### config.mk
export PLATFORM = sky130hd
export DESIGN_NAME = bcd_display_scan_flat
export DESIGN_NICKNAME = d
export VERILOG_FILES = /design/src/rtl/bcd_display_scan_pkg.sv /design/src/rtl/bcd_display_scan_if.sv /design/src/rtl/bcd_display_scan_bcd7seg.sv /design/src/rtl/bcd_display_scan.sv /design/src/flat_wrapper.sv
export SDC_FILE = /design/constraint.sdc
export NUM_CORES = 1
export LEC_CHECK = 0
export ABC_AREA = 1
export CORE_UTILIZATION = 38
export CTS_CLUSTER_DIAMETER = 60
export CTS_CLUSTER_SIZE = 28
export DETAILED_ROUTE_END_ITERATION = 10
export PLACE_DENSITY = 0.54
export RECOVER_POWER = 50
export SETUP_SLACK_MARGIN = 0.1
export SYNTH_ARGS = -nofsm -noshare
export SYNTH_HDL_FRONTEND = slang
export SYNTH_SLANG_ARGS = --single-unit
export TNS_END_PERCENT = 50
### constraint.sdc
create_clock -name CLK -period 2.9 [get_ports CLK]
set_input_delay 0.58 -clock CLK [delete_from_list [all_inputs] [get_ports CLK]]
set_output_delay 0.58 -clock CLK [all_outputs]
set_load 0.02 [all_outputs]
### src/rtl/bcd_display_scan_pkg.sv
// Shared definitions for the multiplexed BCD display scanner.
// Contents: the segment bit order, the segment patterns for 0..9 and for
// the error glyph "E", the scan state enumeration, and a BCD validity helper.
package bcd_display_scan_pkg;

   // Segment vector bit order is {g,f,e,d,c,b,a}, so a is bit 0 and g is bit 6
   localparam int SEG_W = 7;
   localparam int SEG_A = 0;
   localparam int SEG_B = 1;
   localparam int SEG_C = 2;
   localparam int SEG_D = 3;
   localparam int SEG_E = 4;
   localparam int SEG_F = 5;
   localparam int SEG_G = 6;

   localparam logic [SEG_W-1:0] SEG_0   = 7'b0111111;
   localparam logic [SEG_W-1:0] SEG_1   = 7'b0000110;
   localparam logic [SEG_W-1:0] SEG_2   = 7'b1011011;
   localparam logic [SEG_W-1:0] SEG_3   = 7'b1001111;
   localparam logic [SEG_W-1:0] SEG_4   = 7'b1100110;
   localparam logic [SEG_W-1:0] SEG_5   = 7'b1101101;
   localparam logic [SEG_W-1:0] SEG_6   = 7'b1111101;
   localparam logic [SEG_W-1:0] SEG_7   = 7'b0000111;
   localparam logic [SEG_W-1:0] SEG_8   = 7'b1111111;
   localparam logic [SEG_W-1:0] SEG_9   = 7'b1101111;
   localparam logic [SEG_W-1:0] SEG_ERR = 7'b1111001;
   localparam logic [SEG_W-1:0] SEG_OFF = 7'b0000000;

   typedef enum logic [1:0] {
      ST_IDLE = 2'd0,
      ST_DEAD = 2'd1,
      ST_ON   = 2'd2
   } scan_state_e;

   // A BCD nibble is invalid when it encodes 10..15
   function automatic logic bcd_invalid(input logic [3:0] d);
      return (d > 4'd9);
   endfunction

endpackage

### src/rtl/bcd_display_scan_if.sv
// Bus between the decade counter chain / controller and the display scanner.
// master: drives bcd, dp, latch, en; reads seg, dpo, an, err.
// slave : the scanner; reads the counter-side signals, drives the display.
interface bcd_display_scan_if #(
   parameter int DIGITS = 4
);
   logic [4*DIGITS-1:0] bcd;     // digit i = bcd[4i+3:4i], digit 0 least significant
   logic [DIGITS-1:0]   dp;      // decimal point request per digit
   logic                latch;   // capture bcd/dp into the holding register
   logic                en;      // scan enable
   logic [6:0]          seg;     // {g,f,e,d,c,b,a}, active high
   logic                dpo;     // decimal point segment, active high
   logic [DIGITS-1:0]   an;      // one-hot digit select, all zero when dark
   logic                err;     // displayed snapshot holds a digit > 9

   modport master (
      output bcd, dp, latch, en,
      input  seg, dpo, an, err
   );

   modport slave (
      input  bcd, dp, latch, en,
      output seg, dpo, an, err
   );
endinterface

### src/rtl/bcd_display_scan_bcd7seg.sv
// bcd7seg: combinational BCD to 7-segment decoder.
// bcd     in  4  BCD code
// seg     out 7  {g,f,e,d,c,b,a}, active high; codes 10..15 show "E"
// invalid out 1  code is above 9
module bcd7seg
   import bcd_display_scan_pkg::*;
(
   input  logic [3:0]       bcd,
   output logic [SEG_W-1:0] seg,
   output logic             invalid
);

   // Pattern lookup; every non-decimal code falls through to the error glyph
   always_comb begin
      seg = SEG_ERR;
      case (bcd)
         4'd0:    seg = SEG_0;
         4'd1:    seg = SEG_1;
         4'd2:    seg = SEG_2;
         4'd3:    seg = SEG_3;
         4'd4:    seg = SEG_4;
         4'd5:    seg = SEG_5;
         4'd6:    seg = SEG_6;
         4'd7:    seg = SEG_7;
         4'd8:    seg = SEG_8;
         4'd9:    seg = SEG_9;
         default: seg = SEG_ERR;
      endcase
   end

   assign invalid = bcd_invalid(bcd);

endmodule

### src/rtl/bcd_display_scan.sv
// bcd_display_scan: multiplexed common-cathode 7-segment driver.
// Snapshots the counter digits on latch, swaps the snapshot into the
// displayed register only at frame start (no tearing), scans one digit per
// PRESCALE-cycle slot with DEAD dark cycles at the start of each slot,
// optionally blanks leading zeros and flags invalid digits.
// CLK  in   clock, rising edge
// CDN  in   asynchronous active-low reset
// bus  slave modport: bcd, dp, latch, en in; seg, dpo, an, err out
module bcd_display_scan
   import bcd_display_scan_pkg::*;
#(
   parameter int DIGITS   = 4,
   parameter int PRESCALE = 1000,
   parameter int DEAD     = 16,
   parameter int BLANK_LZ = 1
)(
   input  logic                 CLK,
   input  logic                 CDN,
   bcd_display_scan_if.slave    bus
);

   localparam int CNT_W = (PRESCALE > 1) ? $clog2(PRESCALE) : 1;
   localparam int DIG_W = (DIGITS > 1) ? $clog2(DIGITS) : 1;

   // Snapshot and displayed registers
   logic [4*DIGITS-1:0]           hold_bcd_r;
   logic [DIGITS-1:0]             hold_dp_r;
   logic                          pend_r;
   logic [4*DIGITS-1:0]           disp_bcd_r;
   logic [DIGITS-1:0]             disp_dp_r;
   logic [DIGITS-1:0][SEG_W-1:0]  disp_seg_r;
   logic                          err_r;

   // Scan state
   scan_state_e                   state_r;
   logic [CNT_W-1:0]              cnt_r;     // cycle within the current slot
   logic [DIG_W-1:0]              digit_r;

   // Registered display outputs
   logic [SEG_W-1:0]              seg_r;
   logic                          dpo_r;
   logic [DIGITS-1:0]             an_r;

   logic [DIGITS-1:0][SEG_W-1:0]  hold_seg_s;
   logic [DIGITS-1:0]             hold_inv_s;
   logic [DIGITS-1:0]             blank_s;
   logic                          frame_start_s;
   logic                          lz_run_s;

   // Decode the snapshot once per digit so the displayed patterns and the
   // error flag move into the display registers together with the digits
   for (genvar g = 0; g < DIGITS; g++) begin : g_dec
      bcd7seg u_dec (
         .bcd     (hold_bcd_r[4*g +: 4]),
         .seg     (hold_seg_s[g]),
         .invalid (hold_inv_s[g])
      );
   end

   // Leading-zero mask: walk down from the top digit while digits are zero
   // without a decimal point; digit 0 is never blanked
   always_comb begin
      blank_s  = '0;
      lz_run_s = 1'b1;
      for (int i = DIGITS - 1; i >= 1; i--) begin
         if ((disp_bcd_r[4*i +: 4] != 4'd0) || disp_dp_r[i]) begin
            lz_run_s = 1'b0;
         end else begin
            lz_run_s = lz_run_s;
         end
         blank_s[i] = lz_run_s && (BLANK_LZ != 0);
      end
   end

   // Frame start: entering DEAD for digit 0, either from IDLE or after the
   // last digit's ON period
   always_comb begin
      frame_start_s = 1'b0;
      if (!bus.en) begin
         frame_start_s = 1'b0;
      end else if (state_r == ST_IDLE) begin
         frame_start_s = 1'b1;
      end else if ((state_r == ST_ON) &&
                   (cnt_r == CNT_W'(PRESCALE - 1)) &&
                   (digit_r == DIG_W'(DIGITS - 1))) begin
         frame_start_s = 1'b1;
      end else begin
         frame_start_s = 1'b0;
      end
   end

   // Snapshot capture and frame-synchronous transfer into the display.
   // A latch on the frame-start cycle lands in hold while disp takes the
   // previous hold, so pend stays set for the following frame.
   always_ff @(posedge CLK or negedge CDN) begin
      if (!CDN) begin
         hold_bcd_r <= '0;
         hold_dp_r  <= '0;
         pend_r     <= 1'b0;
         disp_bcd_r <= '0;
         disp_dp_r  <= '0;
         disp_seg_r <= {DIGITS{SEG_0}};
         err_r      <= 1'b0;
      end else begin
         if (frame_start_s && pend_r) begin
            disp_bcd_r <= hold_bcd_r;
            disp_dp_r  <= hold_dp_r;
            disp_seg_r <= hold_seg_s;
            err_r      <= |hold_inv_s;
         end
         if (bus.latch) begin
            hold_bcd_r <= bus.bcd;
            hold_dp_r  <= bus.dp;
            pend_r     <= 1'b1;
         end else if (frame_start_s) begin
            pend_r     <= 1'b0;
         end
      end
   end

   // Scan FSM with registered outputs; outputs reflect the state held
   // before this edge, and dropping en darkens the display at once
   always_ff @(posedge CLK or negedge CDN) begin
      if (!CDN) begin
         state_r <= ST_IDLE;
         cnt_r   <= '0;
         digit_r <= '0;
         seg_r   <= SEG_OFF;
         dpo_r   <= 1'b0;
         an_r    <= '0;
      end else if (!bus.en) begin
         state_r <= ST_IDLE;
         cnt_r   <= '0;
         digit_r <= '0;
         seg_r   <= SEG_OFF;
         dpo_r   <= 1'b0;
         an_r    <= '0;
      end else begin
         if ((state_r == ST_ON) && !blank_s[digit_r]) begin
            seg_r <= disp_seg_r[digit_r];
            dpo_r <= disp_dp_r[digit_r];
            an_r  <= {{(DIGITS-1){1'b0}}, 1'b1} << digit_r;
         end else begin
            seg_r <= SEG_OFF;
            dpo_r <= 1'b0;
            an_r  <= '0;
         end

         case (state_r)
            ST_IDLE: begin
               state_r <= ST_DEAD;
               cnt_r   <= '0;
               digit_r <= '0;
            end
            ST_DEAD: begin
               if (cnt_r == CNT_W'(DEAD - 1)) begin
                  state_r <= ST_ON;
               end
               cnt_r <= cnt_r + CNT_W'(1);
            end
            ST_ON: begin
               if (cnt_r == CNT_W'(PRESCALE - 1)) begin
                  state_r <= ST_DEAD;
                  cnt_r   <= '0;
                  if (digit_r == DIG_W'(DIGITS - 1)) begin
                     digit_r <= '0;
                  end else begin
                     digit_r <= digit_r + DIG_W'(1);
                  end
               end else begin
                  cnt_r <= cnt_r + CNT_W'(1);
               end
            end
            default: begin
               state_r <= ST_IDLE;
               cnt_r   <= '0;
               digit_r <= '0;
            end
         endcase
      end
   end

   assign bus.seg = seg_r;
   assign bus.dpo = dpo_r;
   assign bus.an  = an_r;
   assign bus.err = err_r;

endmodule

### src/flat_wrapper.sv
// flat-port wrapper written by rule: the top's interface ports become plain ports
module bcd_display_scan_flat import bcd_display_scan_pkg::*;
#(
   parameter int DIGITS   = 4,
   parameter int PRESCALE = 1000,
   parameter int DEAD     = 16,
   parameter int BLANK_LZ = 1
)
  (CLK, CDN, bus_bcd, bus_dp, bus_latch, bus_en, bus_seg, bus_dpo, bus_an, bus_err);
  bcd_display_scan_if #(.DIGITS(DIGITS)) bus_i ();
  input  logic CLK;
  input  logic CDN;
  input wire logic [$bits(bus_i.bcd)-1:0] bus_bcd;
  input wire logic [$bits(bus_i.dp)-1:0] bus_dp;
  input wire logic [$bits(bus_i.latch)-1:0] bus_latch;
  input wire logic [$bits(bus_i.en)-1:0] bus_en;
  output wire logic [$bits(bus_i.seg)-1:0] bus_seg;
  output wire logic [$bits(bus_i.dpo)-1:0] bus_dpo;
  output wire logic [$bits(bus_i.an)-1:0] bus_an;
  output wire logic [$bits(bus_i.err)-1:0] bus_err;
  assign bus_i.bcd = bus_bcd;
  assign bus_i.dp = bus_dp;
  assign bus_i.latch = bus_latch;
  assign bus_i.en = bus_en;
  assign bus_seg = bus_i.seg;
  assign bus_dpo = bus_i.dpo;
  assign bus_an = bus_i.an;
  assign bus_err = bus_i.err;
  bcd_display_scan #(.DIGITS(DIGITS), .PRESCALE(PRESCALE), .DEAD(DEAD), .BLANK_LZ(BLANK_LZ)) u_core (.CLK(CLK), .CDN(CDN), .bus(bus_i));
endmodule
==> flow_metrics.env <==
export IMPL_drive_above_1_share=0.1074
export IMPL_initial_utilization=0.3951
export IMPL_ios=37
export IMPL_clk_latency_ns=0.35
export IMPL_std_cell_rows=41
export IMPL_antenna_found_initial=0
export IMPL_r2r_end="u_core.disp_seg_r[25]"
export IMPL_critPathCapture="u_core.disp_seg_r[25]"
export IMPL_viasPerCell=4.871
export IMPL_fmax_mhz=488.8
export IMPL_path_max_fanout=46
export IMPL_grt_pass1_vias=3689
export IMPL_cts_tree="built"
export IMPL_r2r_slack_ns=0.85
export IMPL_arrival_ns=2.33
export IMPL_r2r_start="u_core.digit_r[1]"
export IMPL_area_delta_synth_final_pct=13.96
export IMPL_synth_top_area_frac=0.3371
export IMPL_die_x_um=117.3
export IMPL_clkTransAtPathRegs_ns=0.06
export IMPL_drv_slew=0
export IMPL_dp_hpwl_um=7453
export IMPL_vias=3877
export IMPL_cpMostUsedCell="nand2_1"
export IMPL_wl_met2_um=4684
export IMPL_finalSetupViolCount=0
export IMPL_post_route_period_util=0.7054
export IMPL_grt_overflow=0
export IMPL_top_layer="met4"
export IMPL_nNetsFinal=681
export IMPL_final_area_mm2=0.005752
export IMPL_drt_iter0_markers=167
export IMPL_dpl_cell_area_mm2=0.005448
export IMPL_tns_ns=0
export IMPL_mostFrequentLayoutCell="nand2_1"
export IMPL_wirelength_um=10520
export IMPL_finalWorstPathRequiredPeriod_ns=2.046
export IMPL_firstDrtPassIters=4
export IMPL_worstPathRequired_ns=3.18
export IMPL_clockBufferDepth=2
export IMPL_p_leak_nw=2.837
export IMPL_yosys_warnings=0
export IMPL_postRouteAntennaNets=0
export IMPL_crit_buf_inv=2
export IMPL_met3_length_um=321
export IMPL_ys_ff_latch=92
export IMPL_startpoint_type="flop"
export IMPL_max_stage_delay_ns=0.55
export IMPL_p_total_mw=4.709
export IMPL_path_depth=8
export IMPL_fill_cells=1266
export IMPL_grt_first_pass_wirelength_um=17850
export IMPL_syn_mean_instance_area_um2=8.497
export IMPL_cts_sinks=92
export IMPL_synthCells=594
export IMPL_clockRootBuffer="clkbuf_16"
export IMPL_dieArea_mm2=0.01375
export IMPL_yosys_area_top_type="dfrtp_1"
export IMPL_post_cts_setup_buffer_count=0
export IMPL_end_kind="flop"
export IMPL_htreeDepth=3
export IMPL_synth_fp_nets=655
export IMPL_crit_slowest_cell="dfrtp_1"
export IMPL_numCtsBuffers=9
export IMPL_worstPathCellList="ha_1, nand2_1, inv_1, nand4_2, nand2_4, buf_4, nand4_1, nand2_1"
export IMPL_post_route_util=0.4503
export IMPL_yosys_top_cells_area="dfrtp_1, nand2_1, dfstp_2"
export IMPL_place_gp_congestion=0.8324
export IMPL_peakVddDrop_mv=0.3398
export IMPL_yosysUniqueCellTypes=29
export IMPL_synth_seq_area_share=0.4621
export IMPL_fp_coreArea_mm2=0.01277
export IMPL_remaining_drc_errors=0
export IMPL_syn_area_mm2=0.005047
export IMPL_met1Wirelength_um=5358
export IMPL_wl_per_cell_um=13.21
export IMPL_die_height_um=117.3
export IMPL_mostFrequentLayoutCells="nand2_1, dfrtp_1, nor2_1"
export IMPL_grt_max_degree=49
export IMPL_track_usage=0.1707
export IMPL_skew_ns=0.006531
export IMPL_crit_family="simple AND/OR/NAND/NOR gates"
export IMPL_hold_violations=0
export IMPL_rsz0062_at_grt="no"
export IMPL_cap_violations=0
export IMPL_pwr_density_cell_mw_per_mm2=818.8
export IMPL_status="completed"
export IMPL_io_buffers=36
export IMPL_worstSetupStartpoint="u_core.digit_r[1]"
export IMPL_tightest_slew_ns=0.9031
export IMPL_critical_path_class="flop to flop"
export IMPL_hp_class="input port to asynchronous set/reset pin"
export IMPL_rr_worst_depth=8
export IMPL_cts_hold_buffers=0
export IMPL_slew_headroom=0.3979
export IMPL_diodes=0
export IMPL_cts_resized=0
## registers in the layout, summed over array words and instances, names as in the netlist
| signal | cells |
|---|---|
| u_core.bus.seg | 7 |
| u_core.state_r | 2 |
| u_core.hold_bcd_r | 16 |
| u_core.digit_r | 2 |
| u_core.cnt_r | 10 |
| u_core.hold_dp_r | 4 |
| u_core.disp_bcd_r | 12 |
| u_core.disp_dp_r | 4 |
| u_core.pend_r | 1 |
| u_core.bus.err | 1 |
| u_core.bus.dpo | 1 |
| u_core.disp_seg_r | 28 |
| u_core.bus.an | 4 |
## layer usage
metal	global-route usage	up-vias
met4	0.07089	0
li1	-	1992
met2	0.2616	57
met5	0	-
met3	0.03399	12
met1	0.2353	1816
## layout make-up
type	count	area, um2	share of cell area
Sequential cell	92	2332	0.4055
Multi-Input combinational cell	427	2302	0.4003
Timing Repair Buffer	44	421.7	0.07331
Clock buffer	10	229.0	0.03981
Tap cell	172	215.2	0.03742
Inverter	46	172.7	0.03002
Clock inverter	5	78.83	0.01370
## worst register-to-register path, delay by kind of cell, from the launching register on
family	cells	cell delay, ns
adders and majority gates	1	0.27
buffers and inverters	2	0.49
DFF	1	0.55
and+or+nand+nor	5	0.69
## power breakdown
group          internal [mW]  switching (mW)
Combinational          0.505           0.941
Clock                  0.749           0.480
Sequential              1.78           0.255
Total                   3.03            1.68
## logic make-up (layout without fill, tap and decap cells)
logic type | after synthesis | in the layout | share of synthesized area
AO/OA/AOI/OAI | 60 | 60 | 0.06594
XOR/XNOR | 5 | 5 | 0.008676
adder cells (fa/ha/maj) | 37 | 37 | 0.09172
buffers and inverters | 75 | 105 | 0.08180
flip-flops | 92 | 92 | 0.4621
multiplexers | 4 | 4 | 0.008924
AND/OR/NAND/NOR | 321 | 321 | 0.2809
## Yosys cell counts
cell,n
a21o_1,1
buf_2,15
or2_2,8
clkbuf_2,1
buf_6,4
nand3_1,26
dfrtp_1,68
xnor2_1,1
nand2_4,1
xor2_1,4
dfstp_2,24
nor3_1,4
nor2_1,55
nand3_4,1
nor2_2,2
buf_12,5
nand2_1,175
nand4_1,46
inv_1,45
o22ai_1,8
a21oi_1,2
nand4_2,1
clkbuf_1,4
nand2_2,2
mux2_2,4
ha_1,37
o21ai_0,41
inv_2,1
o211ai_1,8
## worst min-delay path by stage
stage	from	endpoint	cells after the start	slack, ns
after floorplan	CDN	u_core.bus.an[0]	0	0.28
after global placement	u_core.disp_bcd_r[15]	u_core.disp_bcd_r[15]	2	0.45
after detailed placement	u_core.disp_seg_r[19]	u_core.disp_seg_r[19]	2	0.45
after CTS	CDN	u_core.cnt_r[6]	1	0.21
after global routing	CDN	u_core.cnt_r[6]	1	0.24
final	CDN	u_core.cnt_r[6]	1	0.20
## metrics by stage
stage                     std cells  worst slack, ns  hold WS [ns]
after floorplan                 594            1.442        0.2844
after global placement          781           0.9090        0.4548
after detailed placement        781           0.8513        0.4532
after CTS                       796           0.8503        0.2121
after global routing            796           0.6946        0.2414
final                           796           0.8544        0.2043
(Power assumes the default switching activity.)
==> edit 1: new RTL, same settings <==
`PRESCALE` is set to 1000 in 2 places; all go to 250.
--- a/src/rtl/bcd_display_scan.sv
+++ b/src/rtl/bcd_display_scan.sv
@@ -12,3 +12,3 @@
    parameter int DIGITS   = 4,
-   parameter int PRESCALE = 1000,
+   parameter int PRESCALE = 250,
    parameter int DEAD     = 16,
--- a/src/flat_wrapper.sv
+++ b/src/flat_wrapper.sv
@@ -4,3 +4,3 @@
    parameter int DIGITS   = 4,
-   parameter int PRESCALE = 1000,
+   parameter int PRESCALE = 250,
    parameter int DEAD     = 16,
Formal check against the unedited RTL: no difference found for any inputs over 10 cycles, from zero or initial values; that may be too few to reach the edited logic, so the function may still have changed.
==> edit 1 against the unedited design <==
The run now ends with max-capacitance violations, max-slew violations left. Total power fell by 5.6%. Synthesized cell count fell by 1.5%. Wire length rose by 2.8%. Sequential power fell by 3%. Non-clock buffer count fell by 1. Sequential cell count fell by 2. Area after synthesis fell by 3.6%. Combinational power fell by 9.7%. Clock power fell by 6%. Setup slack got worse by 200 ps. Final area fell by 2.2%. Largest cell class unchanged. Largest power group unchanged. Highest routed layer unchanged.
==> edit 1: results (changes against the unedited design) <==
[outcome]
run_status = complete, but fails checks  ; was complete, no violations
violated_checks = max-capacitance violations, max-slew violations

[synthesis]
synth.top_cells.by_area = sky130_fd_sc_hd__dfrtp_1 (34%), sky130_fd_sc_hd__nand2_1 (13%), sky130_fd_sc_hd__dfstp_2 (13%)  ; was sky130_fd_sc_hd__dfrtp_1 (34%), sky130_fd_sc_hd__nand2_1 (13%), sky130_fd_sc_hd__dfstp_2 (12%)
muxShareOfSynthArea_pct = 0.925  ; was 0.892%
netlist_top_cells_count = sky130_fd_sc_hd__nand2_1 (172), sky130_fd_sc_hd__dfrtp_1 (66), sky130_fd_sc_hd__nor2_1 (55)  ; was sky130_fd_sc_hd__nand2_1 (175), sky130_fd_sc_hd__dfrtp_1 (68), sky130_fd_sc_hd__nor2_1 (55)
synth_xor_area_share_pct = 0.180  ; was 0.868%
synth-adder-area-share_pct = 9.77  ; was 9.17%
post_synth_num_cell_types = 27  ; was 29
number_of_nets_produced_by_synthesis = 647  ; was 655
postSynthAreaPerCell_sq_um = 8.32  ; was 8.50 sq um

[flow_run]
drv.max_cap_violation_count = 1  ; was 0

[critical_path]
worst_r2r_endpoint = u_core.disp_dp_r[3]  ; was u_core.disp_seg_r[25]
worst_setup_path_endpoint = u_core.hold_dp_r[3]  ; was u_core.disp_seg_r[25]
arrival_ps = 2470  ; was 2330 ps
r2r_setup_slack_ps = 990  ; was 850 ps
critPathLaunch = bus_latch  ; was u_core.digit_r[1]
crit_family = buffers and inverters  ; was simple AND/OR/NAND/NOR gates
crit_fanout = 37  ; was 46
slowest_stage = sky130_fd_sc_hd__clkbuf_1  ; was sky130_fd_sc_hd__dfrtp_1

[global_routing]
maximum_number_of_pins_on_one_net_before_global_route_repair = 47  ; was 49
vias_in_the_first_global_route = 3664  ; was 3,689

[place]
dp.final_hpwl_microns = 7500  ; was 7450 microns
gpl_congestion = 0.761  ; was 0.832

[timing]
relSlewSlack_pct = -26.5  ; was 39.8%
final_max_slew_viol_count = 34  ; was 0

[power_and_ir_drop]
power_leakage_nw = 2.75  ; was 2.84 nW
power.density_nw_per_um2 = 790  ; was 819 nW/um^2
power.combinational.total_mw = 1.31  ; was 1.45 mW

[drt]
dr.pass1.iters = 5  ; was 4
routed_wl_microns = 10800  ; was 10,500 microns

[min_path]
worst_hold_path_type = flop to flop  ; was input port to async pin

[layout]
layout-drive-gt1-share_pct = 10.1  ; was 10.7%

edit 1: changes by cell type after synthesis, sizes merged, moves of 4 or more:
cell / unedited run / this run
buf: 24 / 17
clkbuf: 5 / 11
nand2: 178 / 174
xor2: 4 / 0
inv: 46 / 50
edit 1: tightest hold or removal path, cell delays in order, from the launching register on:
cell and delay [ps]:
sky130_fd_sc_hd__dfstp_2 360, sky130_fd_sc_hd__nand2_1 50, sky130_fd_sc_hd__nand2_1 40
edit 1: final cells by class:
class / count / area [sq um] / area share, %
flip-flops and latches: 90 / 2280 / 40.6
inverters: 50 / 188 / 3.33
well taps: 168 / 210 / 3.73
clock buffers: 13 / 250 / 4.45
repair buffers: 43 / 413 / 7.34
multi-input cells: 417 / 2240 / 39.9
clock inverters: 3 / 40.0 / 0.711
edit 1: layer usage:
layer / part of all wire, % / track usage (%) / vias up
met4: 1.9 / 7.36 / 0
met1: 49 / 25.9 / 1805
li1: - / - / 1969
met5: 0 / 0 / -
met3: 4.2 / 2.79 / 14
met2: 45 / 27.3 / 86
